--- src/rtl/fetch_pkg.sv ---
// fetch_pkg
// Shared definitions for the instruction fetch stage: FSM state encoding,
// instruction field positions used to drive the register file read ports,
// the NOP encoding and a word-alignment helper.
package fetch_pkg;

   localparam int INSTR_W = 32;

   // Source register fields of an instruction word
   localparam int RS_MSB = 25;
   localparam int RS_LSB = 21;
   localparam int RT_MSB = 20;
   localparam int RT_LSB = 16;

   localparam logic [INSTR_W-1:0] INSTR_NOP = 32'h0000_0000;

   typedef enum logic [1:0] {
      IDLE  = 2'd0,
      FETCH = 2'd1,
      HOLD  = 2'd2
   } fetch_state_e;

   // Forces the two byte-offset bits of an address to zero
   function automatic logic [31:0] word_align(input logic [31:0] addr);
      return addr & 32'hFFFF_FFFC;
   endfunction

endpackage

--- src/rtl/fetch_skid_buf.sv ---
// fetch_skid_buf
// One-entry buffer holding an {instruction, pc+4} pair that arrived while
// decode was stalled.
// Ports:
//   clock, resetn          : clock and synchronous active-low reset
//   load                   : capture load_instr/load_pc4, mark full
//   unload                 : entry consumed, mark empty
//   clear                  : discard entry (takes priority over load/unload)
//   load_instr, load_pc4   : data to capture
//   valid, instr, pc4      : registered buffer contents
module fetch_skid_buf
   import fetch_pkg::*;
(
   input  logic               clock,
   input  logic               resetn,
   input  logic               load,
   input  logic               unload,
   input  logic               clear,
   input  logic [INSTR_W-1:0] load_instr,
   input  logic [31:0]        load_pc4,
   output logic               valid,
   output logic [INSTR_W-1:0] instr,
   output logic [31:0]        pc4
);

   logic               valid_q, valid_d;
   logic [INSTR_W-1:0] instr_q, instr_d;
   logic [31:0]        pc4_q, pc4_d;

   // Clear wipes the data as well so a discarded instruction can never leak
   always_comb begin
      valid_d = valid_q;
      instr_d = instr_q;
      pc4_d   = pc4_q;
      if (clear) begin
         valid_d = 1'b0;
         instr_d = INSTR_NOP;
         pc4_d   = 32'h0;
      end else if (load) begin
         valid_d = 1'b1;
         instr_d = load_instr;
         pc4_d   = load_pc4;
      end else if (unload) begin
         valid_d = 1'b0;
      end
   end

   always_ff @(posedge clock) begin
      if (!resetn) begin
         valid_q <= 1'b0;
         instr_q <= INSTR_NOP;
         pc4_q   <= 32'h0;
      end else begin
         valid_q <= valid_d;
         instr_q <= instr_d;
         pc4_q   <= pc4_d;
      end
   end

   assign valid = valid_q;
   assign instr = instr_q;
   assign pc4   = pc4_q;

endmodule

--- src/rtl/fetch_stage.sv ---
// fetch_stage
// Instruction fetch stage: owns the PC, issues one instruction-memory request
// at a time, holds the returned instruction in the IF/ID register and drives
// the register file read addresses from its rs/rt fields.
// Ports:
//   clock, resetn             : clock and synchronous active-low reset
//   imem_req/imem_addr        : fetch request and word-aligned address (= pc)
//   imem_ready/imem_rdata     : same-cycle accept and instruction data
//   stall                     : decode cannot accept, IF/ID holds
//   redirect/redirect_pc      : taken branch/jump, flush and refetch
//   id_valid/id_instr/id_pc4  : IF/ID register contents
//   rr1/rr2                   : rs/rt fields of id_instr
module fetch_stage
   import fetch_pkg::*;
#(
   parameter logic [31:0] RESET_PC = 32'h0000_0000
)(
   input  logic               clock,
   input  logic               resetn,
   output logic               imem_req,
   output logic [31:0]        imem_addr,
   input  logic               imem_ready,
   input  logic [INSTR_W-1:0] imem_rdata,
   input  logic               stall,
   input  logic               redirect,
   input  logic [31:0]        redirect_pc,
   output logic               id_valid,
   output logic [INSTR_W-1:0] id_instr,
   output logic [31:0]        id_pc4,
   output logic [4:0]         rr1,
   output logic [4:0]         rr2
);

   fetch_state_e       state_q, state_d;
   logic [31:0]        pc_q, pc_d;
   logic               req_q, req_d;
   logic               id_valid_q, id_valid_d;
   logic [INSTR_W-1:0] id_instr_q, id_instr_d;
   logic [31:0]        id_pc4_q, id_pc4_d;

   logic               skid_load, skid_unload, skid_clear;
   logic               skid_valid;
   logic [INSTR_W-1:0] skid_instr;
   logic [31:0]        skid_pc4;

   logic [31:0]        pc_plus4;
   logic               transfer;

   fetch_skid_buf u_skid (
      .clock      (clock),
      .resetn     (resetn),
      .load       (skid_load),
      .unload     (skid_unload),
      .clear      (skid_clear),
      .load_instr (imem_rdata),
      .load_pc4   (pc_plus4),
      .valid      (skid_valid),
      .instr      (skid_instr),
      .pc4        (skid_pc4)
   );

   // Addition wraps naturally at 2^32
   assign pc_plus4 = pc_q + 32'd4;
   assign transfer = (state_q == FETCH) && imem_ready;

   // Next-state, PC and IF/ID update. Redirect overrides everything,
   // including a transfer and a stall in the same cycle.
   always_comb begin
      state_d     = state_q;
      pc_d        = pc_q;
      id_valid_d  = id_valid_q;
      id_instr_d  = id_instr_q;
      id_pc4_d    = id_pc4_q;
      skid_load   = 1'b0;
      skid_unload = 1'b0;
      skid_clear  = 1'b0;

      if (redirect) begin
         pc_d       = word_align(redirect_pc);
         id_valid_d = 1'b0;
         skid_clear = 1'b1;
         state_d    = FETCH;
      end else begin
         unique case (state_q)
            IDLE: begin
               state_d = FETCH;
            end
            FETCH: begin
               if (transfer) begin
                  pc_d = pc_plus4;
                  if (stall) begin
                     skid_load = 1'b1;
                     state_d   = HOLD;
                  end else begin
                     id_valid_d = 1'b1;
                     id_instr_d = imem_rdata;
                     id_pc4_d   = pc_plus4;
                  end
               end else if (!stall) begin
                  // Bubble: only the valid bit drops, payload is kept
                  id_valid_d = 1'b0;
               end
            end
            HOLD: begin
               if (!stall) begin
                  id_valid_d  = skid_valid;
                  id_instr_d  = skid_instr;
                  id_pc4_d    = skid_pc4;
                  skid_unload = 1'b1;
                  state_d     = FETCH;
               end
            end
            default: begin
               state_d = IDLE;
            end
         endcase
      end

      // The request is registered so imem_req comes straight from a flop
      req_d = (state_d == FETCH);
   end

   always_ff @(posedge clock) begin
      if (!resetn) begin
         state_q    <= IDLE;
         pc_q       <= RESET_PC;
         req_q      <= 1'b0;
         id_valid_q <= 1'b0;
         id_instr_q <= INSTR_NOP;
         id_pc4_q   <= 32'h0;
      end else begin
         state_q    <= state_d;
         pc_q       <= pc_d;
         req_q      <= req_d;
         id_valid_q <= id_valid_d;
         id_instr_q <= id_instr_d;
         id_pc4_q   <= id_pc4_d;
      end
   end

   assign imem_req  = req_q;
   assign imem_addr = pc_q;
   assign id_valid  = id_valid_q;
   assign id_instr  = id_instr_q;
   assign id_pc4    = id_pc4_q;
   assign rr1       = id_instr_q[RS_MSB:RS_LSB];
   assign rr2       = id_instr_q[RT_MSB:RT_LSB];

endmodule

--- config.mk ---
export PLATFORM = sky130hd
export DESIGN_NAME = fetch_stage
export DESIGN_NICKNAME = d
export VERILOG_FILES = /design/src/rtl/fetch_pkg.sv /design/src/rtl/fetch_skid_buf.sv /design/src/rtl/fetch_stage.sv
export SDC_FILE = /design/constraint.sdc
export NUM_CORES = 1
export LEC_CHECK = 0
export CAP_MARGIN = 30
export CORE_MARGIN = 1
export CORE_UTILIZATION = 54
export DETAILED_ROUTE_END_ITERATION = 7
export PLACE_DENSITY = 0.86
export SLEW_MARGIN = 5
export SYNTH_ARGS = -nofsm -noshare
export SYNTH_HDL_FRONTEND = slang
export SYNTH_SLANG_ARGS = --single-unit
--- constraint.sdc ---
create_clock -name clock -period 4.2 [get_ports clock]
set_input_delay 0.42 -clock clock [delete_from_list [all_inputs] [get_ports clock]]
set_output_delay 0.42 -clock clock [all_outputs]
set_load 0.05 [all_outputs]
Word-level counts from Yosys, hierarchy flattened
Cells that the tools add are included.
{"block": "totals", "word_cells": 62, "reg_bits": 165, "in_bits": 69}
{"block": "classes", "n_reduce_logical": 12, "muxes": 31, "bitwise_logic": 2, "add_sub_neg": 1, "n_eq_ne": 6}
{"op": "$mux 32", "n": 9}
{"op": "$pmux 32 s2", "n": 2}
{"op": "$add 32x3->32 const B", "n": 1}
{"op": "$mux 1", "n": 14}
{"op": "$mux 2", "n": 4}
{"op": "$reduce_bool 2->1", "n": 4}
{"op": "$ne 2x2->1 const B", "n": 3}
{"op": "$pmux 2 s3", "n": 1}
{"op": "$reduce_and 5->1", "n": 1}
{"op": "$eq 2x1->1 const B", "n": 2}
{"op": "$reduce_and 2->1", "n": 2}
{"op": "$reduce_or 2->1", "n": 2}
{"op": "$reduce_and 3->1", "n": 1}
{"op": "$eq 2x2->1 const B", "n": 1}
{"op": "$logic_not 2->1", "n": 1}
{"op": "$not 1->1", "n": 2}
{"op": "$pmux 1 s2", "n": 1}
{"op": "$logic_and 1x1->1", "n": 1}

Depth between registers and ports, before layout
Gate-level depths: netlist of the first run.
{"block": "logic_depth", "word_depth": 6, "depth_mapped": 9, "mapped_depth_nobuf": 6}

Hierarchy
From an unflattened synthesis of the first run, not the netlist that was laid out.
{"block": "unflattened", "hier_cells": 868, "area_unflattened_um2": 7539.7}
{"mod": "fetch_stage", "area_each_um2": 5182.5, "cells_per_inst": 657, "instances": 1}
{"mod": "fetch_skid_buf", "area_each_um2": 2357.3, "cells_per_inst": 211, "instances": 1}

Worst setup path before layout of the first run
No wires, ideal clock.
{"block": "synth_timing", "kind": "register -> register", "start": "reg pc_q[3] (netlist: imem_addr[3])", "end": "reg u_skid.pc4_q[18] (netlist: u_skid.pc4[18])", "stages_incl_launch_ff": 9, "required_time_ps": 4072, "arrival_time_ps": 2066, "setup_slack_ps": 2006, "n_path_buf": 2, "setup_time_ps": 128, "period_less_slack_ps": 2194, "path_cell_list": "dfxtp_1 -> ha_1 -> buf_2 -> and2_0 -> clkbuf_1 -> nand4_1 -> o21a_1 -> o31ai_1 -> nor2_1"}
{"block": "synth_between", "elab_chain_cells": 1}
{"item": "from (decl)", "line": "fetch_stage.sv:35", "text": "logic [31:0] pc_q, pc_d;"}
{"item": "from (signal assigned)", "line": "fetch_stage.sv:133", "text": "pc_q <= pc_d;"}
{"item": "$add 32x3->32", "line": "fetch_stage.sv:63", "text": "assign pc_plus4 = pc_q + 32'd4;"}
{"item": "to (signal assigned)", "line": "fetch_skid_buf.sv:56", "text": "pc4_q <= pc4_d;"}
{"item": "to (decl)", "line": "fetch_skid_buf.sv:28", "text": "logic [31:0] pc4_q, pc4_d;"}
Every way passes these cells.
A chain may end at the register's enable or synchronous reset.

Worst setup path after layout of the first run
{"block": "layout_timing", "start": "reg pc_q[4] (netlist: imem_addr[4])", "end": "reg u_skid.pc4_q[23] (netlist: u_skid.pc4[23])"}
Same word-level chain as after synthesis.

==> impl_metrics.env, run 1 <==
export IMPL_htreeDepth=4
export IMPL_crit_chain="and4_1 -> nand4_1 -> nor4_1 -> o21ai_0 -> a21oi_1"
export IMPL_synth_area_mm2=0.00723
export IMPL_synth_seq_area_share=0.440
export IMPL_num_antenna_cells=0
export IMPL_cp_start_kind="flop"
export IMPL_post_route_min_period_ns=2.58
export IMPL_drtIter0Drc=643
export IMPL_syn_inst=900
export IMPL_core_mm2=0.0128
export IMPL_slowest_stage="and4_1"
export IMPL_syn2layout_area_growth_pct=31.8
export IMPL_clock_latency_ns=0.42
export IMPL_required_ns=4.54
export IMPL_ys_seq_elements=159
export IMPL_endpoint_kind="flop"
export IMPL_chipWidth_um=118
export IMPL_leakagePower_nw=3.25
export IMPL_worst_slew_pin_slew_ns=0.755
export IMPL_grt_pass1_vias=6350
export IMPL_antenna_found_initial=0
export IMPL_clk_path_buf_depth=2
export IMPL_peakVddDrop_mv=0.292
export IMPL_path_class="reg -> reg"
export IMPL_ys_top_cells_by_count="nand2_1, dfxtp_1, a21oi_1"
export IMPL_finClkSkew_ns=0.00741
export IMPL_drt_total_wl_um=19600
export IMPL_synth_distinct_cells=61
export IMPL_post_drt_via_cell_ratio=5.73
export IMPL_setup_viol_count_final=0
export IMPL_io_pins=177
export IMPL_cts_setup_buffers=0
export IMPL_synth_edf_count=0
export IMPL_critPathMaxFanout=15
export IMPL_fp_row_count=41
export IMPL_fin_nets=1084
export IMPL_initial_core_util=0.564
export IMPL_slowest_delay_ns=0.58
export IMPL_min_path_type="reg -> reg"
export IMPL_rsz0062_at_grt="no"
export IMPL_max_freq_mhz=388
export IMPL_drv_slew=0
export IMPL_root_buffer="clkbuf_16"
export IMPL_critPathArrivalTime_ns=2.92
export IMPL_synth_area_leaders="dfxtp_1, nand2_1, a21oi_1"
export IMPL_fp_dieH_um=118
export IMPL_hpwl_um=12500
export IMPL_ant_nets=0
export IMPL_utilization=0.743
export IMPL_cellPowerDensity_mw_per_mm2=400
export IMPL_synth_top_area_share=0.440
export IMPL_grtUsageTotal=0.285
export IMPL_tritoncts="built"
export IMPL_drive_above_1_share=0.0701
export IMPL_slew_headroom=0.495
export IMPL_ys_warn_count=0
export IMPL_vias=6874
export IMPL_synthFlopType="dfxtp_1"
export IMPL_numCtsBuffers=17
export IMPL_outcome="finished, final reports clean"
export IMPL_maxCapViolCount=0
export IMPL_synth_most_common_cell="nand2_1"
export IMPL_portBuffers=170
export IMPL_drc=0
export IMPL_clock_sinks=159
export IMPL_grt_max_degree=61
export IMPL_clk_pin_slew_worst_paths_ns=0.06
export IMPL_dr_pass1_iters=6
export IMPL_hold_viol_final=0
export IMPL_ys_async_sr_fraction=0
export IMPL_hold_buffers=0
export IMPL_grt_ovfl_total=0
export IMPL_grt_pass1_wl_um=32100
export IMPL_period_share=0.614
export IMPL_dieArea_mm2=0.0139
export IMPL_syn_avg_cell_area_um2=8.03
export IMPL_synth_top_area_cell="dfxtp_1"
export IMPL_tns_ns=0
export IMPL_cts_resized=0
export IMPL_place_congestion=0.835
export IMPL_wire_per_inst_um=16.3
[routing by layer]
metal,vias to the layer above,share of wire,track usage
li1,3354,-,-
met1,3212,0.43,0.364
met2,279,0.49,0.480
met3,29,0.063,0.0630
met4,0,0.019,0.0865
met5,-,0,0
[final timing paths]
check | from | endpoint | slack (ns) | depth (start not counted)
setup / recovery | imem_addr[4]$_SDFFE_PN0P_ | u_skid.pc4[23]$_SDFFE_PP0P_ | 1.62 | 5
hold / removal | id_pc4[4]$_SDFFE_PN0P_ | id_pc4[4]$_SDFFE_PN0P_ | 0.45 | 2
setup reg to reg | imem_addr[4]$_SDFFE_PN0P_ | u_skid.pc4[23]$_SDFFE_PP0P_ | 1.62 | 5
hold reg to reg | id_pc4[4]$_SDFFE_PN0P_ | id_pc4[4]$_SDFFE_PN0P_ | 0.45 | 2
[worst max-delay path: cells and delay by family, from the launching register on]
family,cells,cell delay (ns)
DFF,1,0.55
and+or+nand+nor,3,1.63
AOI/OAI and AO/OA,2,0.32
[final cells by class]
type,count,area [um2]
sequential,159,3180
multi-input combinational,645,3600
clock inverter,11,186
timing repair buffer,189,1870
fill,970,3300
inverter,2,7.51
clock buffer,21,460
tap,172,215
[stage by stage]
step                setup WS (ns)  hold slack [ns]  power (mW)  cells  area [um2]
floorplan                    2.01            0.436        1.96    903        7240
global placement             1.34            0.441        2.15   1166        8860
detailed placement           1.29            0.445        2.15   1167        8880
CTS                          1.67            0.452        3.83   1199        9530
global route                 1.40            0.471        3.94   1199        9530
finish                       1.62            0.448        3.81   1199        9530
[power by group]
| group | total [mW] | leakage (nW) | switching [mW] | internal (mW) |
|---|---|---|---|---|
| Combinational | 0.512 | 1.64 | 0.318 | 0.194 |
| Sequential | 1.62 | 1.29 | 0.0602 | 1.56 |
| Clock | 1.69 | 0.317 | 0.604 | 1.08 |
| Total | 3.81 | 3.25 | 0.982 | 2.83 |
[state kept, by name, indices dropped and copies added (netlist names), 2 cells and up]
register / flops
state_q: 2
id_instr: 32
u_skid.instr: 32
imem_addr: 30
u_skid.pc4: 30
id_pc4: 30
[logic make-up after synthesis]
kind of cell	after synthesis	synth area share
buffers and inverters	99	0.0675
xor gates and xnor gates	51	0.0618
and+or+nand+nor	345	0.216
muxes	4	0.00554
AOI/OAI and AO/OA	240	0.206
DFF	159	0.440
adders and majority gates	1	0.00173
other	1	0.000519
[layout by cell type, fill, tap and decap left out, types with 4 or more instances in the layout]
master             n
clkdlybuf4s50_1  170
nand2_1          164
dfxtp_1          159
a21oi_1           97
nor2_1            82
o21ai_0           58
xor2_1            34
a311oi_1          33
nand3_1           31
nand4_1           22
xnor2_1           17
clkbuf_16         17
buf_4             17
a211oi_1           9
nor3_1             8
and4_1             6
o221ai_1           6
o211ai_1           5
bufinv_16          5
and2_1             4
and3_1             4
mux2i_1            4
a22oi_1            4
a31o_2             4
conb_1             4
clkinv_2           4
(Power assumes the default switching activity.)
==> run 2: changes to the inputs <==
--- a/config.mk
+++ b/config.mk
@@ -7,9 +7,9 @@
 export LEC_CHECK = 0
 export CAP_MARGIN = 30
 export CORE_MARGIN = 1
-export CORE_UTILIZATION = 54
+export CORE_UTILIZATION = 50
 export DETAILED_ROUTE_END_ITERATION = 7
-export PLACE_DENSITY = 0.86
+export PLACE_DENSITY = 0.81
 export SLEW_MARGIN = 5
 export SYNTH_ARGS = -nofsm -noshare
 export SYNTH_HDL_FRONTEND = slang
==> constraint.sdc (replaced) <==
create_clock -name clock -period 2.4 [get_ports clock]
set_input_delay 0.24 -clock clock [delete_from_list [all_inputs] [get_ports clock]]
set_output_delay 0.24 -clock clock [all_outputs]
set_load 0.05 [all_outputs]
==> impl_metrics.env, run 2 (synthesis results as in run 1) <==
export IMPL_syn2layout_area_growth_pct=34.6
export IMPL_grt_pass1_wl_um=31900
export IMPL_wire_per_inst_um=16.3
export IMPL_dr_pass1_iters=5
export IMPL_leakagePower_nw=3.37
export IMPL_holdPathStages=3
export IMPL_critPathMaxFanout=11
export IMPL_cts_resized=0
export IMPL_path_class="reg -> out"
export IMPL_fin_area_mm2=0.00973
export IMPL_multi_input_area_mm2=0.00360
export IMPL_critPathArrivalTime_ns=1.85
export IMPL_dpl_cell_area_mm2=0.00908
export IMPL_period_share=0.872
export IMPL_cp_start_kind="flop"
export IMPL_antenna_found_initial=0
export IMPL_drtIter0Drc=651
export IMPL_reg2regPathDepth=5
export IMPL_outcome="finished, final reports clean"
export IMPL_cellPowerDensity_mw_per_mm2=690
export IMPL_numCtsBuffers=17
export IMPL_slowest_stage="clkdlybuf4s50_1"
export IMPL_chipWidth_um=122
export IMPL_path_buf_inv=1
export IMPL_dp_cells=1196
export IMPL_required_ns=2.16
export IMPL_rr_endpoint="id_pc4[25]$_SDFFE_PN0P_"
export IMPL_hold_viol_final=0
export IMPL_grt_pass1_vias=6483
export IMPL_core_mm2=0.0140
export IMPL_setup_viol_count_final=0
export IMPL_hold_buffers=0
export IMPL_place_congestion=0.866
export IMPL_crit_family="buffers and inverters"
export IMPL_rsz0062_at_grt="no"
export IMPL_initial_core_util=0.517
export IMPL_worst_slew_pin_slew_ns=0.568
export IMPL_grtUsageTotal=0.271
export IMPL_nFillCells=1136
export IMPL_internal_power_mw=4.92
export IMPL_portBuffers=170
export IMPL_htreeDepth=4
export IMPL_hpwl_um=13000
export IMPL_tritoncts="built"
export IMPL_grt_ovfl_total=0
export IMPL_tns_ns=0
export IMPL_pwr_share_comb=0.143
export IMPL_clk_pin_slew_worst_paths_ns=0.06
export IMPL_endpoint_kind="primary output"
export IMPL_seq_area_mm2=0.00318
export IMPL_most_common_layout_cells="clkdlybuf4s50_1, nand2_1, dfxtp_1, a21oi_1, nor2_1"
export IMPL_cts_setup_buffers=0
export IMPL_sequentialPowerShare=0.417
export IMPL_max_freq_mhz=478
export IMPL_stdcell_count=1228
export IMPL_clock_latency_ns=0.43
export IMPL_worst_r2r_setup_slack_ns=0.32
export IMPL_clk_path_buf_depth=2
export IMPL_hold_path_endpoint="u_skid.instr[9]$_SDFFE_PP0P_"
export IMPL_crit_chain="clkdlybuf4s50_1"
export IMPL_post_drt_via_cell_ratio=5.71
export IMPL_root_buffer="clkbuf_16"
export IMPL_clock_power_share=0.440
export IMPL_drv_slew=0
export IMPL_power_switching_mw=1.79
export IMPL_maxCapViolCount=0
export IMPL_min_path_type="in -> reg"
export IMPL_clock_sinks=159
export IMPL_min_delay_start="imem_rdata[9]"
export IMPL_peakVddDrop_mv=0.487
export IMPL_drc=0
export IMPL_num_antenna_cells=0
export IMPL_fin_nets=1105
export IMPL_dieArea_mm2=0.0149
export IMPL_vias=7007
export IMPL_drt_total_wl_um=20000
export IMPL_io_pins=177
export IMPL_post_route_min_period_ns=2.09
export IMPL_ant_nets=0
export IMPL_slew_headroom=0.620
export IMPL_drive_above_1_share=0.0906
export IMPL_fp_row_count=43
export IMPL_slowest_delay_ns=0.89
export IMPL_finClkSkew_ns=0.00780
export IMPL_cp_depth=1
export IMPL_r2r_start="imem_addr[12]$_SDFFE_PN0P_"
export IMPL_grt_max_degree=56
export IMPL_final_common_cell="clkdlybuf4s50_1"
export IMPL_switching_share=0.267
export IMPL_fp_dieH_um=122
-- run 2: worst reg2reg max path: cells and delay by family, from the launching register on --
| kind | cells | cell delay, ns |
|---|---|---|
| xor+xnor | 1 | 0.21 |
| compound gates | 1 | 0.27 |
| flops | 1 | 0.43 |
| simple gates | 3 | 1.07 |
-- run 2: how the worst max path moves through the flow --
stage / start / end / slack (ns)
2_1_floorplan: imem_addr[3]$_SDFFE_PN0P_ / u_skid.pc4[18]$_SDFFE_PP0P_ / 0.21
3_3_place_gp: imem_ready / imem_addr[28]$_SDFFE_PN0P_ / 0.32
3_5_place_dp: imem_ready / imem_addr[28]$_SDFFE_PN0P_ / 0.30
4_1_cts: imem_addr[8]$_SDFFE_PN0P_ / imem_addr[8] / 0.29
5_1_grt: imem_addr[13]$_SDFFE_PN0P_ / id_pc4[29]$_SDFFE_PN0P_ / 0.15
6_report: imem_addr[8]$_SDFFE_PN0P_ / imem_addr[8] / 0.31
-- run 2: final cells by class --
type | instances | share of cell area
multi-input combinational | 645 | 0.370
inverter | 2 | 0.000771
clock buffer | 20 | 0.0480
tap | 180 | 0.0231
clock inverter | 12 | 0.0186
sequential | 159 | 0.327
timing repair buffer | 210 | 0.212
-- run 2: per-stage QoR --
| stage | utilization | setup slack [ns] | hold WS [ns] | power, mW |
|---|---|---|---|---|
| 6_report | 0.696 | 0.306 | 0.393 | 6.71 |
| 5_1_grt | 0.696 | 0.151 | 0.407 | 6.92 |
| 4_1_cts | 0.696 | 0.295 | 0.384 | 6.73 |
| 3_5_place_dp | 0.649 | 0.304 | 0.445 | 3.80 |
| 3_3_place_gp | 0.649 | 0.315 | 0.442 | 3.80 |
| 2_1_floorplan | - | 0.206 | 0.376 | 3.43 |
-- run 2: per-layer routing --
| metal | global-route usage | up-vias | part of all wire |
|---|---|---|---|
| li1 | - | 3390 | - |
| met1 | 0.356 | 3283 | 0.44 |
| met2 | 0.440 | 292 | 0.47 |
| met3 | 0.0493 | 42 | 0.059 |
| met4 | 0.109 | 0 | 0.024 |
| met5 | 0 | - | 0 |
-- run 2: power by group through the flow --
stage               sequential, mW  clock (mW)  combinational, mW
CTS                           2.80        2.98              0.955
global placement              2.85           0              0.943
global route                  2.81        3.10               1.01
floorplan                     3.08           0              0.352
detailed placement            2.86           0              0.948
finish                        2.80        2.96              0.957
